==> src/rtl/seq_multiplier.sv <==
// Sequential shift-and-add multiplier: one partial product per clock over
// WIDTH cycles, unsigned or two's-complement operands, start/done handshake.
module seq_multiplier #(
  parameter int WIDTH = 4
) (
  input  logic                 clk,
  input  logic                 rst_n,
  input  logic                 start,
  input  logic                 signed_mode,
  input  logic [WIDTH-1:0]     a,
  input  logic [WIDTH-1:0]     b,
  output logic                 busy,
  output logic                 done,
  output logic [2*WIDTH-1:0]   product
);

  localparam int CW = $clog2(WIDTH);
  localparam int PW = 2 * WIDTH;
  localparam logic [CW-1:0] LAST = CW'(WIDTH - 1);

  typedef enum logic [1:0] {
    IDLE   = 2'd0,
    RUN    = 2'd1,
    FINISH = 2'd2
  } state_t;

  state_t          state_r;
  logic [WIDTH-1:0] mcand_r;
  logic [PW-1:0]   acc_r;
  logic [CW-1:0]   cnt_r;
  logic            neg_r;

  logic [WIDTH-1:0] mag_a_s;
  logic [WIDTH-1:0] mag_b_s;
  logic             neg_s;
  logic [WIDTH:0]   sum_s;
  logic [PW-1:0]    next_acc_s;
  logic [PW-1:0]    result_s;

  // Operand magnitudes and result sign captured when a request is accepted
  always_comb begin
    mag_a_s = a;
    mag_b_s = b;
    neg_s   = 1'b0;
    if (signed_mode) begin
      if (a[WIDTH-1]) begin
        mag_a_s = ~a + WIDTH'(1'b1);
      end else begin
        mag_a_s = a;
      end
      if (b[WIDTH-1]) begin
        mag_b_s = ~b + WIDTH'(1'b1);
      end else begin
        mag_b_s = b;
      end
      neg_s = a[WIDTH-1] ^ b[WIDTH-1];
    end else begin
      neg_s = 1'b0;
    end
  end

  // One shift-and-add step; the carry out of the upper half shifts back in
  always_comb begin
    sum_s = {1'b0, acc_r[PW-1:WIDTH]};
    if (acc_r[0]) begin
      sum_s = {1'b0, acc_r[PW-1:WIDTH]} + {1'b0, mcand_r};
    end else begin
      sum_s = {1'b0, acc_r[PW-1:WIDTH]};
    end
    next_acc_s = {sum_s, acc_r[WIDTH-1:1]};
    if (neg_r) begin
      result_s = ~next_acc_s + PW'(1'b1);
    end else begin
      result_s = next_acc_s;
    end
  end

  // Control FSM with datapath registers and registered handshake outputs
  always_ff @(posedge clk or negedge rst_n) begin
    if (!rst_n) begin
      state_r <= IDLE;
      mcand_r <= '0;
      acc_r   <= '0;
      cnt_r   <= '0;
      neg_r   <= 1'b0;
      busy    <= 1'b0;
      done    <= 1'b0;
      product <= '0;
    end else begin
      done <= 1'b0;
      case (state_r)
        IDLE, FINISH: begin
          if (start) begin
            state_r <= RUN;
            busy    <= 1'b1;
            mcand_r <= mag_a_s;
            acc_r   <= {{WIDTH{1'b0}}, mag_b_s};
            neg_r   <= neg_s;
            cnt_r   <= '0;
          end else begin
            state_r <= IDLE;
            busy    <= 1'b0;
          end
        end
        RUN: begin
          acc_r <= next_acc_s;
          cnt_r <= cnt_r + CW'(1'b1);
          if (cnt_r == LAST) begin
            state_r <= FINISH;
            busy    <= 1'b0;
            done    <= 1'b1;
            product <= result_s;
          end
        end
        default: begin
          state_r <= IDLE;
          busy    <= 1'b0;
        end
      endcase
    end
  end

endmodule
==> config.mk <==
export PLATFORM = sky130hd
export DESIGN_NAME = seq_multiplier
export DESIGN_NICKNAME = d
export VERILOG_FILES = /design/src/rtl/seq_multiplier.sv
export SDC_FILE = /design/constraint.sdc
export NUM_CORES = 1
export LEC_CHECK = 0
export CORE_MARGIN = 2
export CORE_UTILIZATION = 50
export DETAILED_ROUTE_END_ITERATION = 10
export PLACE_DENSITY = 0.73
export SETUP_SLACK_MARGIN = 0.15
export SLEW_MARGIN = 20
export SYNTH_ARGS = -nofsm -noshare
export SYNTH_HDL_FRONTEND = slang
export SYNTH_SLANG_ARGS = --single-unit
==> constraint.sdc <==
create_clock -name clk -period 2.2 [get_ports clk]
set_input_delay 0.44 -clock clk [delete_from_list [all_inputs] [get_ports clk]]
set_output_delay 0.44 -clock clk [all_outputs]
set_load 0.01 [all_outputs]
==> impl_metrics.sql <==
INSERT INTO impl_metrics (metric_group, metric, value, unit) VALUES
('power', 'power_density', '1360', 'mW/mm^2'),
('cells_and_area', 'layout.area.seq', '676', 'um^2'),
('cts', 'cts_hold_buf', '0', ''),
('flow_run', 'cap_viol_max_count', '0', ''),
('yosys', 'yosysWarnings', '0', ''),
('placement', 'gpl.final_weighted_congestion', '0.764', ''),
('routing', 'route.vias.total', '1150', ''),
('global_routing', 'combined_global_route_utilization_of_all_metal_layers', '0.191', ''),
('sta', 'setup_tns', '0', 'ps'),
('run_status', 'result_of_the_run', 'finished clean', ''),
('setup_path', 'crit_path_max_incr_delay', '440', 'ps'),
('global_routing', 'first_global_vias', '1156', ''),
('placement', 'post_dp_hpwl', '2160', 'um'),
('routing', 'antenna_left', '0', ''),
('yosys', 'syn-cell-area', '0.00146', 'mm^2'),
('setup_path', 'cp.required', '2410', 'ps'),
('cts', 'tritoncts', 'built', ''),
('cells_and_area', 'post-route-cell-area', '0.00178', 'mm^2'),
('cts', 'cts_buffers', '3', ''),
('sta', 'post-route-worst-setup-slack', '196', 'ps'),
('die', 'pin_count', '22', ''),
('cts', 'clock_latency', '320', 'ps'),
('routing', 'avgViaCountPerCell', '5.56', ''),
('sta', 'timing_hold_violations_final', '0', ''),
('cells_and_area', 'drive_gt1_frac', '0.0966', ''),
('global_routing', 'grt-ovfl-total', '0', ''),
('global_routing', 'grt_first_pass_wirelength', '4840', 'um'),
('cells_and_area', 'count_of_filler_cells_inserted_in_the_layout', '241', ''),
('cells_and_area', 'most-common-layout-cells', '27 x sky130_fd_sc_hd__dfrtp_1, 25 x sky130_fd_sc_hd__nand2_1, 21 x sky130_fd_sc_hd__clkdlybuf4s50_1', ''),
('setup_path', 'crit_fanout', '4', ''),
('setup_path', 'timing.critical_path.to_type', 'register', ''),
('yosys', 'synth.distinct_cells', '34', ''),
('sta', 'timing.max_slew.rel_slack', '0.571', ''),
('sta', 'timing.final.max_slew_violations', '0', ''),
('cells_and_area', 'finalNetCount', '198', ''),
('yosys', 'mappedNetlistNets', '170', ''),
('cts', 'clockRootBuffer', 'sky130_fd_sc_hd__clkbuf_4', ''),
('yosys', 'synth_flop_cell', 'sky130_fd_sc_hd__dfrtp_1', ''),
('die', 'coreArea', '0.00276', 'mm^2'),
('setup_path', 'slowest_stage', 'sky130_fd_sc_hd__fa_2', ''),
('yosys', 'ys_seq_elements', '27', ''),
('setup_path', 'cp_data_arrival_time', '2220', 'ps'),
('cells_and_area', 'antennaDiodeCount', '0', ''),
('cells_and_area', 'area.growth.synth_to_final', '21.8', '%'),
('routing', 'dr.first_iter.drc_count', '29', ''),
('cts', 'cts.clk_slew.worst_paths', '140', 'ps'),
('sta', 'layout_min_cycle_time', '2000', 'ps'),
('die', 'floorplan.initialDensity', '0.529', ''),
('placement', 'preCtsSetupSlack', '117', 'ps'),
('yosys', 'postSynthCellCount', '149', ''),
('power', 'vdd.ir_drop.worst', '0.860', 'mV'),
('routing', 'wl_per_cell', '13.9', 'um'),
('die', 'die_height', '58.0', 'um'),
('min_path', 'timing.hold.worst.class', 'input pin to async pin', ''),
('setup_path', 'crit_path_cell_trace', 'ha_2 > fa_2 > nor2_1 > nand2_1 > o31ai_2 > a41o_1 > xor2_1 > o21ai_1', ''),
('cts', 'clockBufferDepth', '2', ''),
('die', 'placementRows', '19', ''),
('sta', 'rsz0062_at_grt', 'yes', ''),
('setup_path', 'setup.worst_path.start_class', 'register', ''),
('sta', 'fin_worst_skew', '2.43', 'ps'),
('cells_and_area', 'instances_no_fill', '207', ''),
('sta', 'min_period_over_period', '0.911', ''),
('global_routing', 'initial_antenna_violation_count', '0', ''),
('sta', 'max_slew.worst_pin.slew', '641', 'ps'),
('global_routing', 'grt_max_degree', '28', ''),
('routing', 'totalWireLength', '2880', 'um'),
('yosys', 'syn_area_per_cell', '9.78', 'um^2'),
('die', 'die_width', '58.0', 'um'),
('yosys', 'async_reset_ff_frac', '1.00', ''),
('yosys', 'synth-edff-count', '0', ''),
('cells_and_area', 'multiInputGateArea', '742', 'um^2');
-- final timing paths --
check,slack (ps),cells after the start,startpoint,end
worst max-delay path,200,8,acc_r[4],product[7]
worst min-delay path,470,2,rst_n,done
worst max register to register,200,8,acc_r[4],product[7]
worst min register to register,490,2,product[0],product[0]
max in group asynchronous,1480,2,rst_n,product[3]
min in group clk,490,2,product[0],product[0]
-- layout make-up --
class	count	share of cell area
multi-input cells	107	0.418
well taps	31	0.0218
repair buffers	26	0.140
flip-flops and latches	27	0.381
inverters	12	0.0254
clock buffers	4	0.0148
-- synthesized netlist by cell type, drive strengths merged (2+ instances only) --
| master | count | area share |
|---|---|---|
| o31ai | 4 | 0.024 |
| nor2 | 5 | 0.013 |
| a21oi | 3 | 0.010 |
| nand3 | 3 | 0.010 |
| clkbuf | 2 | 0.0052 |
| inv | 12 | 0.031 |
| dfrtp | 27 | 0.46 |
| a22o | 2 | 0.012 |
| nor2b | 2 | 0.0086 |
| xnor2 | 5 | 0.030 |
| nand2 | 26 | 0.069 |
| o221ai | 2 | 0.016 |
| xor2 | 5 | 0.030 |
| nand2b | 3 | 0.013 |
| ha | 8 | 0.069 |
| mux2i | 5 | 0.034 |
| a22oi | 2 | 0.010 |
| o21ai | 20 | 0.069 |
| nor3 | 3 | 0.014 |
-- power by group --
part / total, mW / switching (mW) / internal, mW
Clock: 0.217 / 0.146 / 0.0711
Combinational: 1.29 / 0.666 / 0.624
Sequential: 0.915 / 0.201 / 0.714
Total: 2.42 / 1.01 / 1.41
-- per-stage QoR --
step / total power [mW] / util
2_1_floorplan: 1.72 / -
3_3_place_gp: 2.06 / 0.618
3_5_place_dp: 2.12 / 0.618
4_1_cts: 2.35 / 0.628
5_1_grt: 2.64 / 0.644
6_report: 2.42 / 0.644
-- worst max-delay path: cells and delay by family (launching register included) --
family,cells,cell delay (ps)
simple gates,2,180
compound gates,3,460
fa+ha+maj,2,650
xor+xnor,1,170
flops,1,430
-- cells by family (layout without fill, tap and decap cells) --
family,Yosys count,in the layout,share of synthesized area
AOI/OAI and AO/OA,38,38,0.169
xor gates and xnor gates,10,10,0.0601
adders and majority gates,9,9,0.0824
buffers and inverters,15,42,0.0438
DFF,27,27,0.464
muxes,5,5,0.0343
and+or+nand+nor,45,45,0.147
-- what timing repair did --
item,in CTS,in global routing
setup buffers,0,3
gates cloned,0,0
endpoints found under the setup margin,2,3
pin swaps,0,2
gates resized for setup,1,4
-- registers in the layout, summed over array words and instances (netlist names) --
name and flops:
mcand_r 4, cnt_r 2, product 8, acc_r 8, neg_r 1, done 1, busy 1, state_r 2
-- metal layers --
metal / track usage / vias to the layer above / wire length [um]
li1: - / 569 / -
met1: 0.220 / 549 / 1280
met2: 0.359 / 27 / 1450
met3: 0.0201 / 5 / 97
met4: 0.0797 / 0 / 55
met5: 0 / - / 0
Note: power is estimated with default switching activity, not from simulation.
